$ cat src/rtl/shift_add_mult_ctrl_pkg.sv
// Shared definitions for the shift-and-add multiplier controller.
package shift_add_mult_ctrl_pkg;

    localparam int WIDTH_DEF = 8;

    typedef enum logic [1:0] {
        S_IDLE = 2'd0,
        S_LOAD = 2'd1,
        S_RUN  = 2'd2,
        S_DONE = 2'd3
    } state_t;

    // State-decoded strobes. sel_sum is left out because it depends on b_lsb.
    typedef struct packed {
        logic ld_a;
        logic ld_b;
        logic clr_acc;
        logic ld_acc;
        logic sh_b;
        logic busy;
        logic done;
    } strobes_t;

    // Iteration counter width; a one-bit minimum keeps WIDTH=1 legal.
    function automatic int cnt_width(input int width);
        return (width > 1) ? $clog2(width) : 1;
    endfunction

endpackage

$ cat src/rtl/shift_add_mult_ctrl_if.sv
// Handshake and datapath strobe bundle between the wrapper/datapath and the controller.
interface shift_add_mult_ctrl_if;

    logic start;
    logic b_lsb;
    logic ld_A;
    logic ld_B;
    logic clr_ACC;
    logic ld_ACC;
    logic sh_B;
    logic sel_sum;
    logic busy;
    logic done;

    // Wrapper / datapath side.
    modport master (
        output start,
        output b_lsb,
        input  ld_A,
        input  ld_B,
        input  clr_ACC,
        input  ld_ACC,
        input  sh_B,
        input  sel_sum,
        input  busy,
        input  done
    );

    // Controller side.
    modport slave (
        input  start,
        input  b_lsb,
        output ld_A,
        output ld_B,
        output clr_ACC,
        output ld_ACC,
        output sh_B,
        output sel_sum,
        output busy,
        output done
    );

endinterface

$ cat src/rtl/shift_add_mult_ctrl_iter_counter.sv
// Loadable down-counter with a zero flag. It saturates at zero rather than wrapping.
module shift_add_mult_ctrl_iter_counter #(
    parameter int CNT_W = 3
) (
    input  logic             i_clk,
    input  logic             i_rst,
    input  logic             load_i,
    input  logic [CNT_W-1:0] load_val_i,
    input  logic             dec_i,
    output logic             zero_o
);

    logic [CNT_W-1:0] cnt_q;
    logic [CNT_W-1:0] cnt_d;

    // Next count: load wins over decrement; hold at zero.
    always_comb begin
        cnt_d = cnt_q;
        if (load_i) begin
            cnt_d = load_val_i;
        end else if (dec_i && (cnt_q != '0)) begin
            cnt_d = cnt_q - 1'b1;
        end
    end

    // Counter register with synchronous reset.
    always_ff @(posedge i_clk) begin
        if (i_rst) begin
            cnt_q <= '0;
        end else begin
            cnt_q <= cnt_d;
        end
    end

    assign zero_o = (cnt_q == '0);

endmodule

$ cat src/rtl/shift_add_mult_ctrl.sv
// Sequencing FSM for the shift-and-add multiplier datapath.
//
//  state  | meaning
//  -------+-----------------------------------------------------------
//  IDLE   | waiting for start; all strobes low
//  LOAD   | load A and B, clear ACC, preset iteration counter
//  RUN    | one add/shift per cycle, WIDTH cycles; sel_sum follows b_lsb
//  DONE   | one-cycle done pulse; {ACC,B} holds the product
module shift_add_mult_ctrl
    import shift_add_mult_ctrl_pkg::*;
#(
    parameter int WIDTH = WIDTH_DEF
) (
    input  logic                  i_clk,
    input  logic                  i_rst,
    shift_add_mult_ctrl_if.slave  ctrl_if
);

    localparam int CNT_W = cnt_width(WIDTH);
    localparam logic [CNT_W-1:0] CNT_LAST = CNT_W'(WIDTH - 1);

    state_t   state_q;
    state_t   state_d;
    strobes_t strb;
    logic     cnt_zero;
    logic     cnt_load;
    logic     cnt_dec;

    assign cnt_load = (state_q == S_LOAD);
    assign cnt_dec  = (state_q == S_RUN);

    shift_add_mult_ctrl_iter_counter #(
        .CNT_W (CNT_W)
    ) u_iter_counter (
        .i_clk      (i_clk),
        .i_rst      (i_rst),
        .load_i     (cnt_load),
        .load_val_i (CNT_LAST),
        .dec_i      (cnt_dec),
        .zero_o     (cnt_zero)
    );

    // State register; reset overrides every state, including mid-RUN.
    always_ff @(posedge i_clk) begin
        if (i_rst) begin
            state_q <= S_IDLE;
        end else begin
            state_q <= state_d;
        end
    end

    // Next-state logic; start is only looked at in IDLE, so it is never queued.
    always_comb begin
        state_d = S_IDLE;
        case (state_q)
            S_IDLE:  state_d = ctrl_if.start ? S_LOAD : S_IDLE;
            S_LOAD:  state_d = S_RUN;
            S_RUN:   state_d = cnt_zero ? S_DONE : S_RUN;
            S_DONE:  state_d = S_IDLE;
            default: state_d = S_IDLE;
        endcase
    end

    // Output decode: everything except sel_sum comes from state alone.
    always_comb begin
        strb            = '0;
        ctrl_if.sel_sum = 1'b0;
        case (state_q)
            S_LOAD: begin
                strb.ld_a    = 1'b1;
                strb.ld_b    = 1'b1;
                strb.clr_acc = 1'b1;
                strb.busy    = 1'b1;
            end
            S_RUN: begin
                strb.ld_acc     = 1'b1;
                strb.sh_b       = 1'b1;
                strb.busy       = 1'b1;
                ctrl_if.sel_sum = ctrl_if.b_lsb;
            end
            S_DONE: begin
                strb.done = 1'b1;
                strb.busy = 1'b1;
            end
            default: begin
                strb = '0;
            end
        endcase
    end

    assign ctrl_if.ld_A    = strb.ld_a;
    assign ctrl_if.ld_B    = strb.ld_b;
    assign ctrl_if.clr_ACC = strb.clr_acc;
    assign ctrl_if.ld_ACC  = strb.ld_acc;
    assign ctrl_if.sh_B    = strb.sh_b;
    assign ctrl_if.busy    = strb.busy;
    assign ctrl_if.done    = strb.done;

endmodule
$ cat src/flat_wrapper.sv
// flat-port wrapper written by rule: the top's interface ports become plain ports
module shift_add_mult_ctrl_flat import shift_add_mult_ctrl_pkg::*;
#(
    parameter int WIDTH = WIDTH_DEF
)
  (i_clk, i_rst, ctrl_if_start, ctrl_if_b_lsb, ctrl_if_ld_A, ctrl_if_ld_B, ctrl_if_clr_ACC, ctrl_if_ld_ACC, ctrl_if_sh_B, ctrl_if_sel_sum, ctrl_if_busy, ctrl_if_done);
  shift_add_mult_ctrl_if ctrl_if_i ();
  input  logic i_clk;
  input  logic i_rst;
  input wire logic [$bits(ctrl_if_i.start)-1:0] ctrl_if_start;
  input wire logic [$bits(ctrl_if_i.b_lsb)-1:0] ctrl_if_b_lsb;
  output wire logic [$bits(ctrl_if_i.ld_A)-1:0] ctrl_if_ld_A;
  output wire logic [$bits(ctrl_if_i.ld_B)-1:0] ctrl_if_ld_B;
  output wire logic [$bits(ctrl_if_i.clr_ACC)-1:0] ctrl_if_clr_ACC;
  output wire logic [$bits(ctrl_if_i.ld_ACC)-1:0] ctrl_if_ld_ACC;
  output wire logic [$bits(ctrl_if_i.sh_B)-1:0] ctrl_if_sh_B;
  output wire logic [$bits(ctrl_if_i.sel_sum)-1:0] ctrl_if_sel_sum;
  output wire logic [$bits(ctrl_if_i.busy)-1:0] ctrl_if_busy;
  output wire logic [$bits(ctrl_if_i.done)-1:0] ctrl_if_done;
  assign ctrl_if_i.start = ctrl_if_start;
  assign ctrl_if_i.b_lsb = ctrl_if_b_lsb;
  assign ctrl_if_ld_A = ctrl_if_i.ld_A;
  assign ctrl_if_ld_B = ctrl_if_i.ld_B;
  assign ctrl_if_clr_ACC = ctrl_if_i.clr_ACC;
  assign ctrl_if_ld_ACC = ctrl_if_i.ld_ACC;
  assign ctrl_if_sh_B = ctrl_if_i.sh_B;
  assign ctrl_if_sel_sum = ctrl_if_i.sel_sum;
  assign ctrl_if_busy = ctrl_if_i.busy;
  assign ctrl_if_done = ctrl_if_i.done;
  shift_add_mult_ctrl #(.WIDTH(WIDTH)) u_core (.i_clk(i_clk), .i_rst(i_rst), .ctrl_if(ctrl_if_i));
endmodule
$ cat config.mk
export PLATFORM = sky130hd
export DESIGN_NAME = shift_add_mult_ctrl_flat
export DESIGN_NICKNAME = d
export VERILOG_FILES = /design/src/rtl/shift_add_mult_ctrl_pkg.sv /design/src/rtl/shift_add_mult_ctrl_if.sv /design/src/rtl/shift_add_mult_ctrl_iter_counter.sv /design/src/rtl/shift_add_mult_ctrl.sv /design/src/flat_wrapper.sv
export SDC_FILE = /design/constraint.sdc
export NUM_CORES = 1
export LEC_CHECK = 0
export ABC_AREA = 1
export CAP_MARGIN = 20
export CORE_AREA = 10 10 47 49
export CTS_BUF_LIST = sky130_fd_sc_hd__clkbuf_8 sky130_fd_sc_hd__clkbuf_16
export DETAILED_ROUTE_END_ITERATION = 10
export DIE_AREA = 0 0 57 59
export GPL_TIMING_DRIVEN = 0
export PLACE_DENSITY_LB_ADDON = 0.12
export SLEW_MARGIN = 20
export SYNTH_ARGS = -nofsm -noshare
export SYNTH_HDL_FRONTEND = slang
export SYNTH_SLANG_ARGS = --single-unit
$ cat constraint.sdc
create_clock -name i_clk -period 1.1 [get_ports i_clk]
set_clock_uncertainty 0.15 [all_clocks]
set_input_delay 0.22 -clock i_clk [delete_from_list [all_inputs] [get_ports i_clk]]
set_output_delay 0.22 -clock i_clk [all_outputs]
set_load 0.02 [all_outputs]
==> impl.org <==
** Placed design
- The placed instances occupy a cell area of 515.5 um2.
- Number of buffer cells added on primary ports :: 11
- After legalization and detailed placement, the total HPWL measured 659.4 um.
- The congestion estimate from routability-driven global placement came to 0.6677.

** Cells and area
- The finished cells cover 664.4 um2.
- Synthesis-to-layout area growth :: 88.97%
- Total inserted antenna cells :: 0
- Net count reported at finish :: 78
- In the final layout, the share of cells above drive strength 1 is 56.06%.

** Setup path
- Required time of the critical path :: 0.73 ns
- Counting both buffers and inverters, the worst setup path holds a total of 3.
- In this run the critical register-to-register path is captured at u_core.u_iter_counter.cnt_q[2]$_SDFFE_PP0P_.
- The worst setup path is captured at a primary output.
- Tracing the worst setup path back leads to its startpoint at u_core.state_q[1]$_SDFF_PP0_.
- Largest delay contributor family on the critical path :: flip-flops
- Following the worst setup path forward leads to its endpoint at ctrl_if_ld_B.
- Biggest fanout along the worst timing path :: 4
- The slowest stage of the critical path is the sky130_fd_sc_hd__dfxtp_4 cell.
- Startpoint Class :: register
- Largest stage delay, worst path :: 0.39 ns
- Counting buffers and inverters, the worst setup path is 4 cells deep.
- Startpoint-to-endpoint class of the critical path :: register to primary output
- The worst register-to-register path begins at u_core.state_q[0]$_SDFF_PP0_.
- Chain of cells forming the critical path :: inv_4 -> ha_4 -> buf_6 -> buf_6
- Data arrives at the worst endpoint at 1.05 ns.
- Most numerous cell on the critical path :: sky130_fd_sc_hd__buf_6
- The worst register-to-register path has a setup slack of -0.16 ns.
- The worst register-to-register path has a depth of 8.

** Clocking
- Clock tree synthesis selected as its root buffer the cell sky130_fd_sc_hd__clkbuf_8.
- Counting along the longest clock path gives a buffer depth of 2.
- After clock tree synthesis, the flow added hold-fix buffers numbering 0.
- Clock tree synthesis found a total of 5 sinks.
- Clock insertion delay at the later pin of the skew report :: 0.22 ns
- Clock-pin slew was measured on the worst setup and hold paths at 0.04 ns.
- CTS HTree Levels :: 1
- TritonCTS clock tree :: done
- The number of clock buffers added by TritonCTS is 3.

** Logic synthesis
- The largest total area in the synthesized netlist belongs to sky130_fd_sc_hd__dfxtp_1.
- Sequential area share after synthesis :: 28.47%
- Number of storage elements in the synthesis netlist :: 5
- The number of nets handed over by synthesis was 60.
- Synthesized area per cell :: 7.175 um2
- After synthesis, the netlist uses 11 different library cells.
- The top cell type by area accounts for 28.47% of the synthesized area.
- In this run the cell area of the synthesized design comes to 351.6 um2.
- For this run, the number of Yosys warnings is 0.
- Dominant cells by area after synthesis :: sky130_fd_sc_hd__dfxtp_1 (28%), sky130_fd_sc_hd__ha_1 (25%), sky130_fd_sc_hd__inv_1 (12%), sky130_fd_sc_hd__nand3_1 (7.1%), sky130_fd_sc_hd__buf_4 (6.4%)
- The cell count after synthesis came out at 49.

** Floorplanning
- The floorplan has 14 rows.
- Core area :: 1401 um2
- Boundary pin count :: 12
- The die is 57 um wide.
- Vertical die dimension :: 59 um
- Floorplan die area :: 3363 um2
- For this configuration, the core starts out at a cell density of 25.09%.

** STA
- Slew at the pin with the worst max-slew slack :: 0.1992 ns
- Final worst-path setup slack :: -0.3181 ns
- Setup repair after global routing could not meet its margin everywhere.
- Of the available clock period, the critical path in the final layout requires 128.9%.
- Max Slew Vio Count :: 0
- Highest Clock Rate :: 705.2 MHz
- The tightest hold path in the finished design has a slack of 0.4226 ns.
- Setup violations remaining at the end of the flow were counted as 12.
- Min cycle time layout :: 1.418 ns
- Worst max-slew margin expressed relative to the limit :: 86.67%
- Fin. Hold Viols :: 0

** Detailed routing
- In the final routed layout, each cell accounts on average for 10.50 um.
- In the routed design, unresolved DRC markers number 0.
- Dividing the detail-routed via count by the number of cells gives 4.183.
- Total number of vias :: 343
- Final ANT Viol Nets :: 0
- For this block, the initial DRC count from the detailed router was 6.
- Total routed wirelength :: 861 um
- Pre-Repair DR Iteration Count :: 3

** Status
- The flow ran to the end, but the final reports show violations.
- Violated checks :: negative setup slack

** Power
- Final total power :: 1.858 mW
- VDD sags by at most 1.030 mV.
- Power density over cell area :: 2796 nW/um2
- Static Leak :: 0.3141 nW

** Global routing
- The number of global-route vias before repair was 313.
- Total Routing Usage GR :: 5.058%
- The number of antenna violations at the first check in global routing is 0.
- Global-route wire length before repair :: 1.311 mm
- Entering global routing, the biggest net connects 7 pins.
- Total overflow reported by the global router :: 0

** Min path
- The worst hold path belongs to the class register to register.

** Flow run
- Max capacitance violation total :: 0
-- kinds of logic (layout without fill, tap and decap cells) --
family	count (synthesis)	count (layout)	synth area share (%)
AO/OA/AOI/OAI	4	4	5.691
flip-flops	5	5	28.47
buffers and inverters	15	32	19.22
AND/OR/NAND/NOR	18	18	21.71
adder cells (fa/ha/maj)	7	7	24.91
-- area by class of cell --
| type | count | area (um2) |
|---|---|---|
| Fill cell | 144 | 737.0 |
| Multi-Input combinational cell | 29 | 272.8 |
| Timing Repair Buffer | 13 | 132.6 |
| Sequential cell | 5 | 107.6 |
| Inverter | 12 | 52.55 |
| Clock buffer | 3 | 41.29 |
| Buffer | 3 | 33.78 |
| Tap cell | 16 | 20.02 |
| Clock inverter | 1 | 3.754 |
-- worst min-delay path, delay by kind of cell, from the launching register on --
kind	cells	cell delay (ns)
flip-flops	1	0.36
AND/OR/NAND/NOR	1	0.06
AO/OA/AOI/OAI	1	0.06
buffers and inverters	1	0.05
-- flip-flops by register name, indices dropped and copies added, names as in the netlist --
name and cells:
u_core.state_q 2, u_core.u_iter_counter.cnt_q 3
-- synthesized netlist by cell type --
master,instances
sky130_fd_sc_hd__dfxtp_1,5
sky130_fd_sc_hd__nand2_2,1
sky130_fd_sc_hd__ha_1,7
sky130_fd_sc_hd__nand2_1,6
sky130_fd_sc_hd__inv_1,11
sky130_fd_sc_hd__a21oi_1,3
sky130_fd_sc_hd__buf_4,3
sky130_fd_sc_hd__inv_2,1
sky130_fd_sc_hd__nor2_1,6
sky130_fd_sc_hd__o21ai_0,1
sky130_fd_sc_hd__nand3_1,5
-- timing repair --
action                                  in CTS  in global routing
resized for setup                           53                 14
endpoints found under the setup margin      12                 13
setup buffers                                2                  1
hold endpoints to repair                     0                  0
pin swaps                                    3                  4
-- layer usage --
layer	part of all wire (%)	global-route usage, %
met4	0	2.013
met5	0	0
met1	39	4.400
met3	11	4.721
met2	50	8.062
-- through the flow --
stage | instances | setup TNS [ns] | setup slack [ns] | utilization, %
after floorplan | 49 | -0.05822 | -0.02065 | -
after global placement | 76 | -4.637 | -0.6337 | 36.79
after detailed placement | 76 | -4.655 | -0.6303 | 36.79
after CTS | 82 | -2.745 | -0.3318 | 43.04
after global routing | 82 | -3.218 | -0.3495 | 47.41
final | 82 | -2.691 | -0.3181 | 47.41
-- worst min path at each step --
stage          depth (start not counted)  slack [ns]                                        start                           end
3_3_place_gp                           3        0.42  u_core.u_iter_counter.cnt_q[2]$_SDFFE_PP0P_  u_core.state_q[0]$_SDFF_PP0_
3_5_place_dp                           3        0.42  u_core.u_iter_counter.cnt_q[2]$_SDFFE_PP0P_  u_core.state_q[0]$_SDFF_PP0_
4_1_cts                                3        0.43  u_core.u_iter_counter.cnt_q[2]$_SDFFE_PP0P_  u_core.state_q[0]$_SDFF_PP0_
2_1_floorplan                          1        0.13                                        i_rst  u_core.state_q[1]$_SDFF_PP0_
6_report                               3        0.42  u_core.u_iter_counter.cnt_q[2]$_SDFFE_PP0P_  u_core.state_q[0]$_SDFF_PP0_
5_1_grt                                3        0.48  u_core.u_iter_counter.cnt_q[2]$_SDFFE_PP0P_  u_core.state_q[0]$_SDFF_PP0_
-- where the power goes --
part	switching (mW)	total (mW)	internal (mW)	leakage (nW)
sequential	0.0836	0.352	0.268	0.0426
combinational	0.615	1.17	0.559	0.245
clock	0.0922	0.332	0.239	0.0269
total	0.791	1.86	1.07	0.314
-- layout by cell type, fill, tap and decap left out, drive strengths merged --
cell type / count
clkdlybuf4s50: 3
nand3: 5
a21oi: 3
nor2: 6
clkbuf: 3
o21ai: 1
buf: 13
dfxtp: 5
nand2: 7
ha: 7
inv: 13
Note: power is estimated with default switching activity, not from simulation.
==> RTL edit 1 (same flow settings) <==
The 4 states of `state_t` get a Gray code encoding in 2 bits.
--- a/src/rtl/shift_add_mult_ctrl_pkg.sv
+++ b/src/rtl/shift_add_mult_ctrl_pkg.sv
@@ -6,6 +6,6 @@
     typedef enum logic [1:0] {
-        S_IDLE = 2'd0,
-        S_LOAD = 2'd1,
-        S_RUN  = 2'd2,
-        S_DONE = 2'd3
+        S_IDLE = 2'b00,
+        S_LOAD = 2'b01,
+        S_RUN  = 2'b11,
+        S_DONE = 2'b10
     } state_t;
Behaviour: no difference found for any inputs over 10 cycles, from zero or initial values and one cycle with i_rst high; not proved beyond that.
==> RTL edit 1 against the unedited design <==
  * The flow still finishes with violations (setup timing)
  * Area after synthesis down 15%
  * Worst setup slack better by 0.091 ns
  * Die area unchanged
  * Via count shrank 5.5%
  * Sequential cell count unchanged
  * Sequential share of layout area up 2.1 points
  * Critical path depth stayed put
  * Final area fell by 9.6%
  * Wire length is 8.2% lower
  * Critical path type unchanged
  * Critical endpoint unchanged
Power is not compared: it rests on default switching activity, and its combinational part moved more than twofold at a synthesized area within 25%.
==> RTL edit 1: results (changes against the unedited design) <==
CTS
  – Reg clk slew, reported paths: 0.04 ns (about the same)
  – Number of post-CTS setup repair buffers: 4 (+2)
  – CTS root buffer: clkbuf_8
  – H-Tree Level Count: 1 (unchanged)
  – Post-cts sizing count: 55 (+3.8%)

Yosys
  – Mux cell area share after synthesis: 0% (unchanged)
  – Synth unique cells: 13 (+2)
  – Syn avg cell area: 6.82 um2 (-4.9%)
  – Most frequent cell after synthesis: nand2_1
  – Post-Syn Nets: 50 (-17%)
  – Synth Area in Compound Gates: 7.92% (+2.2 points)
  – Post-Synth XOR/XNOR Area: 2.92% (+2.9 points)
  – Sequential fraction of the synthesis area: 33.3% (+4.9 points)
  – Synth Area in Adders: 8.33% (-17 points)
  – Synth top cells by count: nand2_1, inv_1, nor2_1, dfxtp_1
  – Synth top area cells: dfxtp_1, nand2_1, inv_1

Critical path
  – R2R setup slack: -0.03 ns (+0.13 ns)
  – FF-to-FF path depth: 5 (-3)
  – Crit path DAT: 0.96 ns (-0.09 ns)
  – Crit path launch: u_core.state_q[0]
  – Worst setup endpoint: ctrl_if_ld_B
  – Crit Reg-Reg Startpoint: u_core.u_iter_counter.cnt_q[1]
  – Reg-to-reg endpoint: u_core.u_iter_counter.cnt_q[1]

STA
  – Final setup fails: 11 (-1)
  – Hold Slack: 0.327 ns (-0.0958 ns)
  – Setup TNS: -1.58 ns (+1.11 ns)
  – Max transition margin: 89.9% (+3.3 points)
  – Setup WS post-layout: -0.227 ns (+0.0911 ns)

Finish
  – Nets: 70 (-10%)
  – Share of cells above drive strength 1: 66.7% (+11 points)
  – Finished Layout Cells: 79 (-3.7%)

Routing
  – Routed wl met3: 84 um (-9.7%)
  – Metal2 WL: 371 um (-13%)
  – DRC viols: 0 (unchanged)
  – Initial drt markers: 4 (-2)
  – DRT Wirelength: 790 um (-8.2%)
  – Met1 WL: 316 um (-7.1%)
  – Drt pass-1 iters: 4 (+1)
  – Max Used Layer: met4
  – Via-per-instance ratio: 4.10 (-2.0%)

GRT
  – Routing usage on met2: 7.29% (-0.78 points)
  – Vias in the first global route: 306 (-2.2%)
  – M1 GR Usage: 4.66% (+0.26 points)
  – Met3 global-route usage: 3.65% (-1.1 points)
  – First-pass GRT wire length: 1290 um (-1.6%)
  – Largest net degree at the start of global routing: 6 (-1)
  – Global Route Usage Sum: 4.98% (-0.078 points)

Worst hold path
  – Hold Path End: u_core.u_iter_counter.cnt_q[1]
  – Hold path start: u_core.u_iter_counter.cnt_q[1]
  – WHS Path Cells: 2 (-1)
  – Hold WC Path Type: reg2reg

Run status
  – Status: finished with violations
  – Failing checks: setup timing

Place
  – Placed cells: 71 (-6.6%)
  – Final Wtd Congestion: 0.667 (-0.10%)
  – DP Wirelength: 553 um (-16%)
  – Port Buffers: 11 (unchanged)
  – DP Area: 478 um2 (-7.3%)
  – Pre-CTS setup slack: -0.676 ns (-0.0454 ns)
==> RTL edit 1: changes by cell type in the layout (fill, tap and decap cells not counted), moves of 2 or more <==
cell / delta
a21oi_2: +2
nor2_4: +3
dfxtp_2: +2
ha_4: -3
dfxtp_1: -2
inv_4: +2
buf_4: +3
inv_2: -2
inv_1: -3
nand3_2: -2
ha_1: -2
a21oi_1: -2
==> RTL edit 1: where the power goes <==
group | switching (mW) | internal (mW) | total [mW]
clock network | 0.0922 | 0.239 | 0.332
logic | 0.110 | 0.113 | 0.223
registers | 0.0213 | 0.199 | 0.221
==> RTL edit 1: final cells by class <==
cell class                      count  area, um2
Buffer                              3       33.8
Clock buffer                        3       41.3
Clock inverter                      1       3.75
Fill cell                         151        801
Inverter                            8       37.5
Multi-Input combinational cell     28        211
Sequential cell                     5        110
Tap cell                           16       20.0
Timing Repair Buffer               15        143
==> RTL edit 2 (same settings) <==
Made on the original files. The package constant `WIDTH_DEF` goes from 8 to 10.
--- a/src/rtl/shift_add_mult_ctrl_pkg.sv
+++ b/src/rtl/shift_add_mult_ctrl_pkg.sv
@@ -3,3 +3,3 @@
 
-    localparam int WIDTH_DEF = 8;
+    localparam int WIDTH_DEF = 10;
 
Function: same outputs for any inputs over 10 cycles, from zero or initial values and one cycle with i_rst high; that may be too few to reach the edited logic, so the function may still have changed.
==> RTL edit 2 against the unedited design <==
  * The flow still finishes with violations (setup timing)
  * Total power grew 6.3%
  * Wire length up 11%
  * Worst setup slack got worse by 0.0081 ns
  * Sequential cell count up 1
  * Final area rose by 9.8%
  * Count of clock-buffer cells in the layout unchanged
  * Area after synthesis is 11% higher
  * Clock power decreased by 2%
  * Critical endpoint is now ctrl_if_ld_ACC
==> RTL edit 2: results (changes against the unedited design) <==
Run status
  – Status: finished with violations
  – Failing checks: setup timing

STA
  – Setup WS post-layout: -0.326 ns (-0.00809 ns)
  – Final setup fails: 13 (+1)
  – Slew @ Worst Pin: 0.234 ns (+0.0349 ns)
  – Setup TNS: -3.43 ns (-0.742 ns)

Yosys
  – Sequential fraction of the synthesis area: 30.9% (+2.4 points)
  – Post-Syn Nets: 64 (+6.7%)
  – Synth unique cells: 12 (+1)
  – Synth top area cells: dfxtp_1, ha_1, inv_1
  – Syn avg cell area: 7.07 um2 (-1.4%)
  – Synth top cells by count: inv_1, nand2_1, nand3_1, dfxtp_1, ha_1

GRT
  – First-pass GRT wire length: 1640 um (+25%)
  – Vias in the first global route: 429 (+37%)
  – Global Route Usage Sum: 6.04% (+0.98 points)

Finish
  – Share of cells above drive strength 1: 52.6% (-3.4 points)
  – Fillers: 147 (+2.1%)
  – Nets: 87 (+12%)
  – Biggest regs: u_core.u_iter_counter.cnt_q (4), u_core.state_q (2)

Routing
  – Initial drt markers: 2 (-4)
  – DRT Wirelength: 960 um (+11%)
  – Routed vias: 393 (+15%)

Power
  – Peak supply drop: 1.36 mV (+32%)
  – Leak: 0.343 nW (+9.3%)

Place
  – Placed cells: 82 (+7.9%)
  – DP Wirelength: 717 um (+8.8%)
  – Final Wtd Congestion: 0.662 (-0.84%)
  – Pre-CTS setup slack: -0.637 ns (-0.00639 ns)

CTS
  – Buffer depth of the longest clock path: 2 (unchanged)
[RTL edit 2: cell types whose count changed after synthesis]
cell     unedited run  this run
nand2_1             6        10
ha_1                7         5
inv_1              11        13
nand3_1             5         7
nor2_1              6         4
a21oi_4             0         1
dfxtp_1             5         6
inv_2               1         0
nand2_2             1         0
nor2_2              0         1
o21ai_1             0         1
[RTL edit 2: final timing paths]
path	start	endpoint	slack, ns	cells after the start
setup / recovery	u_core.state_q[0]	ctrl_if_ld_ACC	-0.33	4
hold / removal	u_core.u_iter_counter.cnt_q[1]	u_core.u_iter_counter.cnt_q[1]	0.37	2
setup reg to reg	u_core.state_q[0]	u_core.u_iter_counter.cnt_q[3]	-0.28	9
hold reg to reg	u_core.u_iter_counter.cnt_q[1]	u_core.u_iter_counter.cnt_q[1]	0.37	2
[RTL edit 2: cells by family after synthesis]
| logic type | after synthesis | share of synthesized area [%] |
|---|---|---|
| AOI/OAI and AO/OA | 6 | 10.6 |
| buffers and inverters | 16 | 18.3 |
| DFF | 6 | 30.9 |
| adders and majority gates | 5 | 16.1 |
| and+or+nand+nor | 22 | 24.1 |
[RTL edit 2: area by class of cell]
| class | count | area [um2] | share of cell area [%] |
|---|---|---|---|
| sequential | 6 | 128 | 17.5 |
| multi-input combinational | 33 | 273 | 37.4 |
| tap | 16 | 20.0 | 2.74 |
| clock buffer | 3 | 41.3 | 5.66 |
| timing repair buffer | 18 | 180 | 24.7 |
| buffer | 3 | 33.8 | 4.63 |
| inverter | 13 | 53.8 | 7.38 |
[RTL edit 2: stage by stage]
| stage | power, mW | area, um2 |
|---|---|---|
| final | 1.97 | 729 |
| after global routing | 2.13 | 729 |
| after CTS | 1.85 | 664 |
| after detailed placement | 1.31 | 549 |
| after global placement | 1.30 | 549 |
| after floorplan | 1.02 | 419 |
[RTL edit 2: worst max-delay path: stages (launching register included)]
cell,delay [ns]
dfxtp_4,0.37
inv_4,0.04
ha_4,0.17
buf_4,0.13
buf_6,0.12
[RTL edit 2: timing repair]
action,in CTS,in global routing
hold buffers,0,0
setup buffers,3,4
setup endpoints to repair,13,13
hold endpoints to repair,0,0
pin swaps,3,3
gates resized for setup,59,8
[RTL edit 2: layer usage]
layer | vias to the layer above | share of wire, % | global-route usage (%)
met5 | - | 0 | 0
met4 | 0 | 0.83 | 3.02
met3 | 2 | 3.8 | 3.00
met2 | 4 | 53 | 10.4
met1 | 179 | 42 | 5.92
li1 | 208 | - | -
[RTL edit 2: report_power, final]
group / switching [mW] / internal, mW
clock: 0.0920 / 0.235
sequential: 0.0928 / 0.306
combinational: 0.600 / 0.648
total: 0.785 / 1.19
